[config.mk]
export PLATFORM = sky130hd
export DESIGN_NAME = fetch_unit_flat
export DESIGN_NICKNAME = d
export VERILOG_FILES = /design/src/rtl/fetch_unit_pkg.sv /design/src/rtl/fetch_unit_if.sv /design/src/rtl/fetch_unit_queue.sv /design/src/rtl/fetch_unit.sv /design/src/flat_wrapper.sv
export SDC_FILE = /design/constraint.sdc
export NUM_CORES = 1
export LEC_CHECK = 0
export BUFFER_PORTS_ARGS = -buffer_cell sky130_fd_sc_hd__buf_4
export CAP_MARGIN = 20
export CORE_ASPECT_RATIO = 2
export CORE_MARGIN = 3
export CORE_UTILIZATION = 40
export DETAILED_ROUTE_END_ITERATION = 7
export PLACE_DENSITY = 0.63
export SYNTH_ARGS = -nofsm -noshare
export SYNTH_HDL_FRONTEND = slang
export SYNTH_HIERARCHICAL = 1
export SYNTH_SLANG_ARGS = --single-unit
[constraint.sdc]
create_clock -name clk -period 19.8 [get_ports clk]
set_clock_uncertainty 0.2 [all_clocks]
set_input_delay 2.97 -clock clk [delete_from_list [all_inputs] [get_ports clk]]
set_output_delay 2.97 -clock clk [all_outputs]
set_load 0.02 [all_outputs]
[src/rtl/fetch_unit_pkg.sv]
// fetch_unit_pkg: shared bundle/state types and helpers for the fetch front end
package fetch_unit_pkg;
  localparam int BUNDLE_BYTES = 8;
  typedef struct packed {
    logic        v2;
    logic [31:0] w0;
    logic [31:0] w1;
  } fetch_bundle_t;
  typedef enum logic [1:0] {F_IDLE, F_RUN, F_DRAIN, F_DONE} fetch_state_t;
  function automatic logic [31:0] bundle_align(input logic [31:0] a);
    return a & ~32'(BUNDLE_BYTES - 1);
  endfunction
endpackage

[src/rtl/fetch_unit_if.sv]
// fetch_unit_if: imem read port plus the decode valid/ready bundle handshake
interface fetch_unit_if;
  logic [31:0] imem_addr;
  logic [63:0] imem_rdata;
  logic        dec_ready;
  logic        en_flag_di;
  logic [31:0] instr_1;
  logic [31:0] instr_2;
  modport master (output imem_addr, en_flag_di, instr_1, instr_2, input imem_rdata, dec_ready);
  modport slave (input imem_addr, en_flag_di, instr_1, instr_2, output imem_rdata, dec_ready);
endinterface

[src/rtl/fetch_unit_queue.sv]
// fetch_unit_queue: sync FIFO of fetch bundles; extra pointer bit separates full from empty
module fetch_unit_queue
  import fetch_unit_pkg::*;
#(
  parameter int DEPTH = 4
) (
  input  logic          clk,
  input  logic          rst_n,
  input  logic          clear,
  input  logic          push,
  input  logic          pop,
  input  fetch_bundle_t din,
  output fetch_bundle_t head,
  output logic          full,
  output logic          empty
);
  localparam int AW = $clog2(DEPTH);
  fetch_bundle_t mem [DEPTH];
  logic [AW:0] wptr, rptr;
  assign empty = wptr == rptr;
  assign full = (wptr[AW] != rptr[AW]) && (wptr[AW-1:0] == rptr[AW-1:0]);
  assign head = empty ? '0 : mem[rptr[AW-1:0]];
  always_ff @(posedge clk or negedge rst_n)
    if (!rst_n) begin
      wptr <= '0;
      rptr <= '0;
    end else if (clear) begin
      wptr <= '0;
      rptr <= '0;
    end else begin
      wptr <= wptr + (AW+1)'(push);
      rptr <= rptr + (AW+1)'(pop);
    end
  // At full with a same-cycle pop the write lands in the slot being vacated
  always_ff @(posedge clk)
    if (push && !clear) mem[wptr[AW-1:0]] <= din;
endmodule

[src/rtl/fetch_unit.sv]
// fetch_unit: 2-wide in-order fetch; pc, run/drain FSM, instruction counter, bundle queue to decode
module fetch_unit
  import fetch_unit_pkg::*;
#(
  parameter int IMEM_BYTES = 128,
  parameter int QDEPTH     = 4,
  parameter int CNT_W      = 32
) (
  input  logic             clk,
  input  logic             rst_n,
  input  logic             start,
  input  logic             flush,
  input  logic [31:0]      flush_pc,
  fetch_unit_if.master     bus,
  output logic             fetch_done,
  output logic [CNT_W-1:0] total_instr_count
);
  fetch_state_t  state;
  fetch_bundle_t head, din;
  logic [31:0]   pc, w0, w1;
  logic          q_full, q_empty, pop, room, push, stop;
  logic [1:0]    inc;
  logic [CNT_W:0] sum;
  assign w0 = bus.imem_rdata[63:32];
  assign w1 = bus.imem_rdata[31:0];
  assign pop = !q_empty && bus.dec_ready && !flush;
  assign room = state == F_RUN && !flush && (!q_full || pop);
  assign push = room && w0 != '0;
  // End of program or end of imem: pc stays on the last bundle read
  assign stop = w0 == '0 || w1 == '0 || pc + 32'd8 >= 32'(IMEM_BYTES);
  assign inc = push ? (w1 == '0 ? 2'd1 : 2'd2) : 2'd0;
  assign sum = {1'b0, total_instr_count} + (CNT_W+1)'(inc);
  assign din = '{v2: w1 != '0, w0: w0, w1: w1};
  fetch_unit_queue #(.DEPTH(QDEPTH)) u_queue (
    .clk   (clk),
    .rst_n (rst_n),
    .clear (flush),
    .push  (push),
    .pop   (pop),
    .din   (din),
    .head  (head),
    .full  (q_full),
    .empty (q_empty)
  );
  assign bus.imem_addr = pc;
  assign bus.en_flag_di = !q_empty;
  assign bus.instr_1 = head.w0;
  assign bus.instr_2 = head.v2 ? head.w1 : '0;
  assign fetch_done = state == F_DONE;
  always_ff @(posedge clk or negedge rst_n)
    if (!rst_n) begin
      state <= F_IDLE;
      pc    <= '0;
    end else if (flush) begin
      state <= F_RUN;
      pc    <= bundle_align(flush_pc);
    end else
      case (state)
        F_IDLE:  state <= start ? F_RUN : F_IDLE;
        F_RUN:
          if (room) begin
            state <= stop ? F_DRAIN : F_RUN;
            pc    <= stop ? pc : pc + 32'd8;
          end
        F_DRAIN: state <= q_empty ? F_DONE : F_DRAIN;
        default: state <= state;
      endcase
  always_ff @(posedge clk or negedge rst_n)
    if (!rst_n) total_instr_count <= '0;
    else total_instr_count <= sum[CNT_W] ? '1 : sum[CNT_W-1:0];
endmodule

[src/flat_wrapper.sv]
// flat-port wrapper written by rule: the top's interface ports become plain ports
module fetch_unit_flat import fetch_unit_pkg::*;
#(
  parameter int IMEM_BYTES = 128,
  parameter int QDEPTH     = 4,
  parameter int CNT_W      = 32
)
  (clk, rst_n, start, flush, flush_pc, fetch_done, total_instr_count, bus_imem_addr, bus_en_flag_di, bus_instr_1, bus_instr_2, bus_imem_rdata, bus_dec_ready);
  fetch_unit_if bus_i ();
  input  logic clk;
  input  logic rst_n;
  input  logic start;
  input  logic flush;
  input  logic [31:0] flush_pc;
  output logic fetch_done;
  output logic [CNT_W-1:0] total_instr_count;
  output wire logic [$bits(bus_i.imem_addr)-1:0] bus_imem_addr;
  output wire logic [$bits(bus_i.en_flag_di)-1:0] bus_en_flag_di;
  output wire logic [$bits(bus_i.instr_1)-1:0] bus_instr_1;
  output wire logic [$bits(bus_i.instr_2)-1:0] bus_instr_2;
  input wire logic [$bits(bus_i.imem_rdata)-1:0] bus_imem_rdata;
  input wire logic [$bits(bus_i.dec_ready)-1:0] bus_dec_ready;
  assign bus_imem_addr = bus_i.imem_addr;
  assign bus_en_flag_di = bus_i.en_flag_di;
  assign bus_instr_1 = bus_i.instr_1;
  assign bus_instr_2 = bus_i.instr_2;
  assign bus_i.imem_rdata = bus_imem_rdata;
  assign bus_i.dec_ready = bus_dec_ready;
  fetch_unit #(.IMEM_BYTES(IMEM_BYTES), .QDEPTH(QDEPTH), .CNT_W(CNT_W)) u_core (.clk(clk), .rst_n(rst_n), .start(start), .flush(flush), .flush_pc(flush_pc), .bus(bus_i), .fetch_done(fetch_done), .total_instr_count(total_instr_count));
endmodule
==> summary.txt, run 1 <==
Clock tree
  – Num Clock Sinks: about 330
  – Post-CTS Repair Setup Buffers: 0
  – Htree depth: 1
  – Post_cts resized: 0
  – CTS Hold Bufs: 0
  – CTS buffer count: 29
  – Clock slew at reported path FFs: 70 ps
  – Clock Tree Buf Depth: 3
  – TritonCTS clock tree: built
  – Worst skew pair latency: approximately 560 ps
  – Root buf cell: clkbuf_16

Outcome
  – Status: finished clean

Routing
  – Vias per cell: ~5.6
  – Metal2 WL: around 21,000 um
  – Residual DRC count: 0
  – Met1 Wirelength: between 10,000 and 15,000 um
  – ANT nets after route: 0
  – DR vias: slightly above 9k
  – Met3 Routed Length: 1540 um
  – Final wirelength: roughly 37,000 um
  – DRT iter0 DRCs: approximately 470
  – WL per Instance: between 20 and 25 um
  – Uppermost layer routed: met4
  – DR pass1 iterations: 5

Timing
  – Worst-margin pin slew: 1070 ps
  – Tcrit/Tclk final: about two fifths
  – Final setup viols: 0
  – Fin. Hold Viols: 0
  – Final Slew Violations: 0
  – Minimum clock period: approximately 7900 ps
  – Slew margin rel.: between 20% and 30%
  – Max frequency: 0.127 GHz
  – Setup tns final: 0 ps
  – RSZ-0062 raised after global routing: no

Pwr
  – Static leakage: ~0.0065 uW
  – Maximum vdd drop: ~0.000080 V
  – Power Dens Cells: about 100 nW/um2
  – Switching share of power: 28.7%
  – Clock network power share: 32.0%
  – Comb pwr share: 22.5%
  – Psw: 522 uW
  – P_int: approximately 1300 uW
  – Sequential power share: a little under half

Worst setup path
  – Crit path launch: bus_imem_rdata[16]
  – CP Data Required Time: around 20,000 ps
  – Reg-to-reg startpoint: u_core/u_queue/rptr[0]
  – WP data arrival: around 8000 ps
  – R2R cell count: 15
  – Slack of the worst reg-to-reg path: around 13,000 ps
  – RR Endpoint: u_core/total_instr_count[4]
  – CP Launch Type: primary input
  – Worst Setup EP: u_core/total_instr_count[4]
  – Setup crit end kind: flip-flop
  – Kind of critical path: in -> reg
  – CP max FO: 27

Logic synthesis
  – Mapped Avg Cell Area: 15.5 um2
  – Cells after Synth: about 940
  – Ys Warns: 6
  – EDFF count, synth: 260
  – Async SR Flop Fraction: 21.0%
  – FF+latch count, synth: between 300 and 400
  – Synthesized area: around 14,000 um2
  – Register area share after synthesis: between 60% and 70%
  – Commonest register cell after synthesis: edfxtp_1
  – Synth cell types: 68

Global routing
  – Total Routing Usage GR: between 10% and 20%
  – First-pass GRT wire length: ~56,000 um
  – Grt total ovfl: 0
  – Initial antenna violation count: 0
  – Pin count of the biggest net entering global routing: 76
  – Vias in the first global route: 9,701

Floorplanning
  – Initial Utilization: 40.6%
  – Die X: 141 um
  – FP Rows: ~100
  – Core area: between 30,000 and 40,000 um2
  – Top Ports: ~230
  – Die area: between 30,000 and 40,000 um2
  – Chip Height: 275 um

Finish
  – Layout cells sized above 1: between 30% and 40%
  – Final Core Density: around 49%
  – P&R area growth vs syn: 21.8%
  – N_diodes: 0
  – Final nets: approximately 1.3k

Place
  – Post-DP HPWL: 23,600 um
  – Final RePlAce weighted congestion: roughly 0.84
  – IO Port Bufs: around 220

Run
  – Max_cap viols: 0

Min path
  – HP Class: reg -> reg
-- power groups by stage --
stage               clock network (uW)  logic (uW)  registers, uW
finish                             581         409            827
CTS                                599         416            829
global route                       624         442            833
global placement                     0         412            840
detailed placement                   0         414            843
floorplan                            0         246            845
-- state kept, by name, indices dropped and copies added (netlist names) --
signal                    cells
u_core/u_queue/rptr           3
u_core/total_instr_count     32
u_core/u_queue/mem          260
u_core/u_queue/wptr           3
u_core/state                  2
u_core/bus.imem_addr         29
-- cells in the final DEF, fill, tap and decap left out, types with 11 or more instances in the layout --
| cell | count |
|---|---|
| dfrtp_1 | 67 |
| xor2_1 | 19 |
| o31a_1 | 66 |
| o31ai_1 | 26 |
| nor3_1 | 15 |
| nand3_1 | 25 |
| inv_1 | 38 |
| edfxtp_1 | 260 |
| buf_4 | 237 |
| nor4_1 | 25 |
| ha_1 | 11 |
| nand4_1 | 29 |
| and2_1 | 35 |
| mux4_2 | 65 |
| clkbuf_16 | 29 |
| nor2_1 | 26 |
| xnor2_1 | 14 |
| nand2_1 | 75 |
-- critical path, stage by stage --
cell and delay, ps:
buf_4 130, nor4_1 520, nand4_1 240, nor2_1 490
inv_1 220, nor2_1 160, ha_1 190, inv_1 60
fa_1 470, nor4_1 900, nand4_1 350, nor3_1 480
nand2_1 690, o21ai_0 260
-- metrics by stage --
step | std cells | hold WS (ps) | total power [uW] | cell area [um2] | setup slack, ps
global route | 1626 | 369 | 1900 | 17600 | 11500
global placement | 1571 | 318 | 1250 | 16600 | 11200
floorplan | 937 | 365 | 1090 | 14500 | 8540
CTS | 1625 | 347 | 1840 | 17600 | 11760
finish | 1626 | 342 | 1820 | 17600 | 11940
detailed placement | 1571 | 329 | 1260 | 16600 | 11160
-- metal layers --
layer | up-vias | track usage (%)
li1 | 4119 | -
met1 | 4658 | 19.5
met2 | 253 | 37.6
met3 | 59 | 2.26
met4 | 0 | 6.18
met5 | - | 0
-- cells in the mapped netlist (all sizes together) (4+ instances only) --
cell type / instances / area (um2)
inv: 38 / 143
nor2: 26 / 97.6
and4: 4 / 35.0
xor2: 22 / 193
nor2b: 7 / 43.8
or3: 6 / 38.8
clkbuf: 21 / 78.8
and2: 35 / 219
buf: 32 / 211
nor4: 26 / 178
mux4: 65 / 1460
o31a: 66 / 578
o31ai: 26 / 195
a21oi: 6 / 30.0
nand3: 27 / 153
dfrtp: 69 / 1730
ha: 11 / 138
edfxtp: 260 / 7810
nand4: 29 / 181
a31oi: 4 / 25.0
xnor2: 14 / 123
nand2: 76 / 288
o21ai: 5 / 25.0
nor3: 16 / 85.1
-- worst min path at each step --
| stage | end | start | slack [ps] | depth (start not counted) |
|---|---|---|---|---|
| 2_1_floorplan | u_core/u_queue/wptr[2] | u_core/u_queue/wptr[2] | 360 | 2 |
| 3_3_place_gp | u_core/total_instr_count[14] | u_core/total_instr_count[14] | 320 | 2 |
| 3_5_place_dp | u_core/total_instr_count[16] | u_core/total_instr_count[16] | 330 | 2 |
| 4_1_cts | u_core/total_instr_count[16] | u_core/total_instr_count[16] | 350 | 2 |
| 5_1_grt | u_core/total_instr_count[30] | u_core/total_instr_count[30] | 370 | 1 |
| 6_report | u_core/total_instr_count[16] | u_core/total_instr_count[16] | 340 | 2 |
-- logic make-up after synthesis --
logic type               count (synthesis)  share of synthesized area [%]
flip-flops                             329                           65.9
AND/OR/NAND/NOR                        265                           10.0
XOR/XNOR                                36                           2.18
other                                    1                         0.0259
adder cells (fa/ha/maj)                 12                           1.09
multiplexers                            69                           10.4
buffers and inverters                   91                           2.99
AO/OA/AOI/OAI                          132                           7.45
-- cell type report --
type | instances | area, um2
Clock buffer | 37 | 766
Clock inverter | 17 | 216
Fill cell | 3085 | 18100
Inverter | 38 | 143
Multi-Input combinational cell | 517 | 4610
Sequential cell | 329 | 9540
Tap cell | 450 | 563
Timing Repair Buffer | 238 | 1780
Power figures use the tool's default switching activity.
==> run 2, diff against run 1 <==
--- a/config.mk
+++ b/config.mk
@@ -11,7 +11,7 @@
 export CORE_MARGIN = 3
 export CORE_UTILIZATION = 40
 export DETAILED_ROUTE_END_ITERATION = 7
-export PLACE_DENSITY = 0.63
+export PLACE_DENSITY = 0.65
 export SYNTH_ARGS = -nofsm -noshare
 export SYNTH_HDL_FRONTEND = slang
 export SYNTH_HIERARCHICAL = 1
==> constraint.sdc (replaced) <==
create_clock -name clk -period 7 [get_ports clk]
set_clock_uncertainty 0.2 [all_clocks]
set_input_delay 1.05 -clock clk [delete_from_list [all_inputs] [get_ports clk]]
set_output_delay 1.05 -clock clk [all_outputs]
set_load 0.02 [all_outputs]
==> run 2 against run 1 <==
  * Count of clock-buffer cells in the layout fell by 2
  * Global-route usage down 0.16 points
  * Wire length shrank 0.40%
  * Highest routed layer unchanged
  * Critical endpoint unchanged
  * Setup slack got worse by 10000 ps
  * Final area decreased by 0.19%
  * Die area stayed put
  * Largest cell class unchanged
  * Non-clock buffer count stayed put
==> summary.txt, run 2 (same netlist as run 1, synthesis figures left out) <==
Timing
  – Fin. Hold Viols: 0 (unchanged)
  – Max frequency: roughly 0.19 GHz
  – Final Slew Violations: 0 (unchanged)
  – Slew margin rel.: 28.1% (was 28.5%)
  – Worst-margin pin slew: 1080 ps (was 1070 ps)
  – Setup tns final: 0 ps (unchanged)
  – Tcrit/Tclk final: around three quarters
  – RSZ-0062 raised after global routing: no (unchanged)
  – Minimum clock period: roughly 5300 ps
  – Final setup viols: 0 (unchanged)

Worst setup path
  – Kind of critical path: reg -> reg (was in -> reg)
  – Setup crit end kind: flip-flop (unchanged)
  – CP Launch Type: flip-flop (was primary input)
  – WP data arrival: 5530 ps (was 8120 ps)
  – CP max FO: 32 (was 27)
  – CP Data Required Time: 7260 ps (was 20,060 ps)

Floorplanning
  – Initial Utilization: 40.6% (unchanged)
  – Die area: 38,600 um2 (unchanged)
  – Die X: 141 um (unchanged)
  – Core area: 35,700 um2 (unchanged)
  – FP Rows: 98 (unchanged)
  – Chip Height: 275 um (unchanged)
  – Top Ports: 231 (unchanged)

Pwr
  – Maximum vdd drop: 0.000230 V (was 0.0000805 V)
  – Power, Total: 5080 uW (was 1820 uW)
  – Static leakage: 0.00650 uW (was 0.00652 uW)
  – Power Dens Cells: 289 nW/um2 (was 103 nW/um2)

Routing
  – ANT nets after route: 0 (unchanged)
  – DRT iter0 DRCs: 363 (was 473)
  – Metal2 WL: 21,100 um (was 21,400 um)
  – DR pass1 iterations: 5 (unchanged)
  – DR vias: 9,227 (was 9,089)
  – Uppermost layer routed: met4 (unchanged)
  – Met3 Routed Length: 1800 um (was 1540 um)
  – Final wirelength: 36,500 um (was 36,600 um)
  – Residual DRC count: 0 (unchanged)
  – WL per Instance: 22.4 um (was 22.5 um)
  – Met1 Wirelength: 12,300 um (was 12,700 um)
  – Vias per cell: 5.67 (was 5.59)

Clock tree
  – Post_cts resized: 0 (unchanged)
  – Root buf cell: clkbuf_16 (unchanged)
  – Htree depth: 1 (unchanged)
  – CTS Hold Bufs: 0 (unchanged)
  – Worst skew pair latency: 560 ps (about the same)
  – Num Clock Sinks: 329 (unchanged)
  – Clock Tree Buf Depth: 3 (unchanged)
  – Clock slew at reported path FFs: 70 ps (about the same)
  – Post-CTS Repair Setup Buffers: 0 (unchanged)
  – TritonCTS clock tree: built (unchanged)
  – CTS buffer count: 29 (unchanged)

Place
  – IO Port Bufs: 224 (unchanged)
  – Post-DP HPWL: 23,300 um (was 23,600 um)
  – Final RePlAce weighted congestion: 0.807 (was 0.838)

Global routing
  – Initial antenna violation count: 1 (was 0)
  – Grt total ovfl: 0 (unchanged)
  – Pin count of the biggest net entering global routing: 76 (unchanged)
  – Vias in the first global route: 9,949 (was 9,701)
  – Total Routing Usage GR: 18.5% (was 18.6%)
  – First-pass GRT wire length: 55,900 um (about the same)

Finish
  – Final nets: 1,266 (unchanged)
  – Commonest non-fill, non-tap cell in the layout: edfxtp_1 (unchanged)
  – P&R area growth vs syn: 21.5% (was 21.8%)
  – Commonest cells after routing, fill and taps aside: edfxtp_1 (260), buf_4 (238), nand2_1 (75) (was edfxtp_1 (260), buf_4 (237), nand2_1 (75))
  – Layout cells sized above 1: 31.8% (was 31.9%)
  – Final Core Density: 49.3% (was 49.4%)
  – Max reg flops: 260 (unchanged)

Min path
  – HP Class: reg -> reg (unchanged)

Run
  – Max_cap viols: 0 (unchanged)

Outcome
  – Status: finished clean (unchanged)
[run 2: cell count changes in the layout (fill, tap and decap cells not counted), sizes merged]
cell    before  now
bufinv       4    3
clkinv       5    9
buf        237  238
clkbuf      38   35
inv         42   40
diode        0    1
[run 2: layer usage]
layer	vias to the layer above	global-route usage, %
met5	-	0
met4	0	7.07
met3	84	2.80
met2	279	36.6
met1	4748	19.0
li1	4116	-
[run 2: path summary, 6_finish.rpt]
path | start | endpoint | slack [ps] | cells after the start
max in group asynchronous | rst_n | u_core/u_queue/rptr[0] | 5510 | 1
worst max register to register | u_core/u_queue/rptr[0] | u_core/total_instr_count[4] | 1730 | 17
worst min register to register | u_core/total_instr_count[30] | u_core/total_instr_count[30] | 340 | 1
worst min-delay path | u_core/total_instr_count[30] | u_core/total_instr_count[30] | 340 | 1
worst max-delay path | u_core/u_queue/rptr[0] | u_core/total_instr_count[4] | 1730 | 17
min in group asynchronous | rst_n | u_core/u_queue/rptr[1] | 410 | 1
[run 2: critical path: stages, from the launching register on]
cell and delay [ps]:
dfrtp_4 870, xor2_4 210, nor3_1 90, inv_1 80, nand2_1 90, nand2_1 80, nand2_1 180, or3_1 410
nor2_1 120, ha_1 180, inv_1 60, fa_1 460, nor4_1 310, buf_4 190, nand4_1 200, nor3_1 460
nand2_1 680, o21ai_0 280
[run 2: per-stage QoR]
step / setup slack [ps] / instances / cell area [um2] / hold slack (ps)
4_1_cts: 1650 / 1625 / 17600 / 337
5_1_grt: 1130 / 1626 / 17600 / 363
3_3_place_gp: 1430 / 1572 / 16700 / 318
2_1_floorplan: -2110 / 937 / 14500 / 365
6_report: 1730 / 1626 / 17600 / 341
3_5_place_dp: 1320 / 1572 / 16700 / 325
[run 2: cell type report]
type	instances	area, um2
antenna	1	2.50
tap	450	563
clock inverter	18	186
inverter	38	143
sequential	329	9540
timing repair buffer	238	1790
clock buffer	35	748
fill	3079	18100
multi-input combinational	517	4620
[run 2: power breakdown]
part           internal, uW  leakage, uW  switching, uW
clock network           878     0.000448            708
registers              2240      0.00323            102
logic                   493      0.00282            663
total                  3610      0.00650           1470
==> run 3, diff against run 2 <==
--- a/config.mk
+++ b/config.mk
@@ -11,7 +11,7 @@
 export CORE_MARGIN = 3
 export CORE_UTILIZATION = 40
 export DETAILED_ROUTE_END_ITERATION = 7
-export PLACE_DENSITY = 0.65
+export PLACE_DENSITY = 0.63
 export SYNTH_ARGS = -nofsm -noshare
 export SYNTH_HDL_FRONTEND = slang
 export SYNTH_HIERARCHICAL = 1
==> constraint.sdc (replaced) <==
create_clock -name clk -period 5.3 [get_ports clk]
set_clock_uncertainty 0.2 [all_clocks]
set_input_delay 0.795 -clock clk [delete_from_list [all_inputs] [get_ports clk]]
set_output_delay 0.795 -clock clk [all_outputs]
set_load 0.02 [all_outputs]
==> run 3 against run 2 <==
  * Combinational power grew 33%
  * Sequential cell count is the same
  * Critical path depth shrank 1
  * Count of clock-buffer cells in the layout is the same
==> summary.txt, run 3 (same netlist as run 1, synthesis figures left out) <==
Floorplanning
  – Initial Utilization: 40.6% (unchanged)
  – Core area: 35,700 um2 (unchanged)
  – Die area: 38,600 um2 (unchanged)
  – FP Rows: 98 (unchanged)
  – Chip Height: 275 um (unchanged)
  – Die X: 141 um (unchanged)
  – Top Ports: 231 (unchanged)

Pwr
  – Clock network power share: 30.9% (was 31.2%)
  – P_int: 4810 uW (was 3610 uW)
  – Static leakage: 0.00653 uW (was 0.00650 uW)
  – Psw: 1870 uW (was 1470 uW)
  – Comb pwr share: 23.1% (was 22.7%)
  – Power Dens Cells: 378 nW/um2 (was 289 nW/um2)
  – Sequential power share: 46.0% (was 46.1%)
  – Switching share of power: 28.0% (was 29.0%)
  – Maximum vdd drop: 0.000247 V (was 0.000230 V)

Timing
  – RSZ-0062 raised after global routing: no (unchanged)
  – Final setup viols: 0 (unchanged)
  – Max frequency: roughly 0.23 GHz
  – Tcrit/Tclk final: between 80 and 90%
  – Minimum clock period: 4400 ps
  – Worst-margin pin slew: 1060 ps (was 1080 ps)
  – Final Slew Violations: 0 (unchanged)
  – Fin. Hold Viols: 0 (unchanged)
  – Slew margin rel.: 29.4% (was 28.1%)

Routing
  – WL per Instance: 22.0 um (was 22.4 um)
  – DR pass1 iterations: 4 (was 5)
  – DR vias: 9,154 (was 9,227)
  – Final wirelength: 35,900 um (was 36,500 um)
  – DRT iter0 DRCs: 412 (was 363)
  – Residual DRC count: 0 (unchanged)
  – ANT nets after route: 0 (unchanged)
  – Vias per cell: 5.62 (was 5.67)

Worst setup path
  – Crit path launch: bus_imem_rdata[16] (was u_core/u_queue/rptr[0])
  – CP Cell Sequence: buf_4 > nor4_1 > buf_4 > nand4_1 > nor2_1 > inv_1 > nor2_1 > ha_1 > inv_1 > fa_1 > nor4_1 > nand4_1 > nor3_1 > nand2_1 > buf_4 > o21ai_0 (was xor2_4 > nor3_1 > inv_1 > nand2_1 > nand2_1 > nand2_1 > or3_1 > nor2_1 > ha_1 > inv_1 > fa_1 > nor4_1 > buf_4 > nand4_1 > nor3_1 > nand2_1 > o21ai_0)
  – Setup crit end kind: flip-flop (unchanged)
  – Crit-path max cell delay: 490 ps (was 870 ps)
  – CP max FO: 12 (was 32)
  – Reg-to-reg startpoint: u_core/u_queue/rptr[1] (was u_core/u_queue/rptr[0])
  – CP Launch Type: primary input (was flip-flop)
  – Most common cell on crit path: buf_4 (was nand2_1)
  – CP bufs+invs: 5 (was 3)
  – Kind of critical path: in -> reg (was reg -> reg)
  – CP Data Required Time: 5560 ps (was 7260 ps)
  – CP top delay family: simple AND/OR/NAND/NOR gates (unchanged)
  – Worst path slowest cell: nor2_1 (was dfrtp_4)
  – WP data arrival: 4660 ps (was 5530 ps)

Place
  – Final RePlAce weighted congestion: 0.795 (was 0.807)
  – Post-DP HPWL: 22,700 um (was 23,300 um)
  – Placed cell count: 1,579 (was 1,572)
  – IO Port Bufs: 224 (unchanged)
  – Placed cell areas: 16,700 um2 (about the same)

Min path
  – HP Class: in -> async (was reg -> reg)

Outcome
  – Status: finished clean (unchanged)

Finish
  – Commonest cells after routing, fill and taps aside: edfxtp_1 (260), buf_4 (244), nand2_1 (75) (was edfxtp_1 (260), buf_4 (238), nand2_1 (75))
  – Commonest non-fill, non-tap cell in the layout: edfxtp_1 (unchanged)
  – Max reg flops: 260 (unchanged)
  – Fin cells: 1,629 (was 1,626)
  – Layout fillers: 3,128 (was 3,079)
  – Final Core Density: 49.4% (was 49.3%)
  – Layout cells sized above 1: 31.8% (about the same)
  – P&R area growth vs syn: 21.8% (was 21.5%)
  – Final nets: 1,273 (was 1,266)
  – Design Area, Final: 17,600 um2 (about the same)

Clock tree
  – TritonCTS clock tree: built (unchanged)
  – CTS Hold Bufs: 0 (unchanged)
  – Post-CTS Repair Setup Buffers: 0 (unchanged)
  – Num Clock Sinks: 329 (unchanged)
  – Root buf cell: clkbuf_16 (unchanged)
  – Post_cts resized: 0 (unchanged)
  – Worst skew pair latency: 550 ps (was 560 ps)
  – Clock slew at reported path FFs: 60 ps (was 70 ps)
  – CTS buffer count: 29 (unchanged)
  – Htree depth: 1 (unchanged)
  – Clock Tree Buf Depth: 3 (unchanged)

Global routing
  – Pin count of the biggest net entering global routing: 75 (was 76)
  – Total Routing Usage GR: 18.3% (was 18.5%)
  – Grt total ovfl: 0 (unchanged)
  – Vias in the first global route: 9,852 (was 9,949)
  – Initial antenna violation count: 4 (was 1)
  – First-pass GRT wire length: 55,100 um (was 55,900 um)

Run
  – Max_cap viols: 0 (unchanged)
## run 3: cell types whose count changed in the layout (fill, tap and decap cells not counted), moves of 2 or more
cell | before | now
buf_4 | 238 | 244
clkinv_2 | 4 | 2
clkinv_4 | 3 | 1
diode_2 | 1 | 3
inv_6 | 2 | 0
## run 3: final cells by class
type	count	area (um2)	share of cell area (%)
Clock inverter	12	163	0.922
Inverter	38	143	0.809
Sequential cell	329	9540	54.1
Tap cell	450	563	3.19
Timing Repair Buffer	245	1850	10.5
Multi-Input combinational cell	517	4620	26.2
Antenna cell	3	7.51	0.0426
Clock buffer	35	748	4.24
## run 3: stage by stage
step	hold slack [ps]	total power [uW]	setup slack [ps]	setup TNS, ps
2_1_floorplan	299	4070	-1210	-220800
4_1_cts	202	6780	806	0
6_report	165	6670	902	0
3_5_place_dp	321	4700	221	0
3_3_place_gp	319	4670	212	0
5_1_grt	225	6990	449	0
## run 3: worst paths after layout
path / to / slack, ps / cells past startpoint
setup / recovery: u_core/total_instr_count[4] / 900 / 16
max in group asynchronous: u_core/u_queue/rptr[1] / 4020 / 1
min in group clk: u_core/bus.imem_addr[10] / 250 / 3
setup reg to reg: u_core/total_instr_count[4] / 1030 / 17
hold reg to reg: u_core/total_instr_count[30] / 330 / 1
hold / removal: u_core/total_instr_count[19] / 160 / 1
## run 3: power groups by stage
stage	Clock (uW)	Sequential [uW]	Combinational [uW]
global route	2230	3090	1670
CTS	2130	3070	1580
floorplan	0	3150	921
detailed placement	0	3120	1570
finish	2060	3070	1540
global placement	0	3110	1560
## run 3: metal layers
metal  up-vias  track usage (%)  wire, um
met2       269             35.8     20500
met3        90             2.57      1780
met1      4659             19.1     12100
met5         -                0        13
li1       4134                -         -
met4         2             7.81      1480
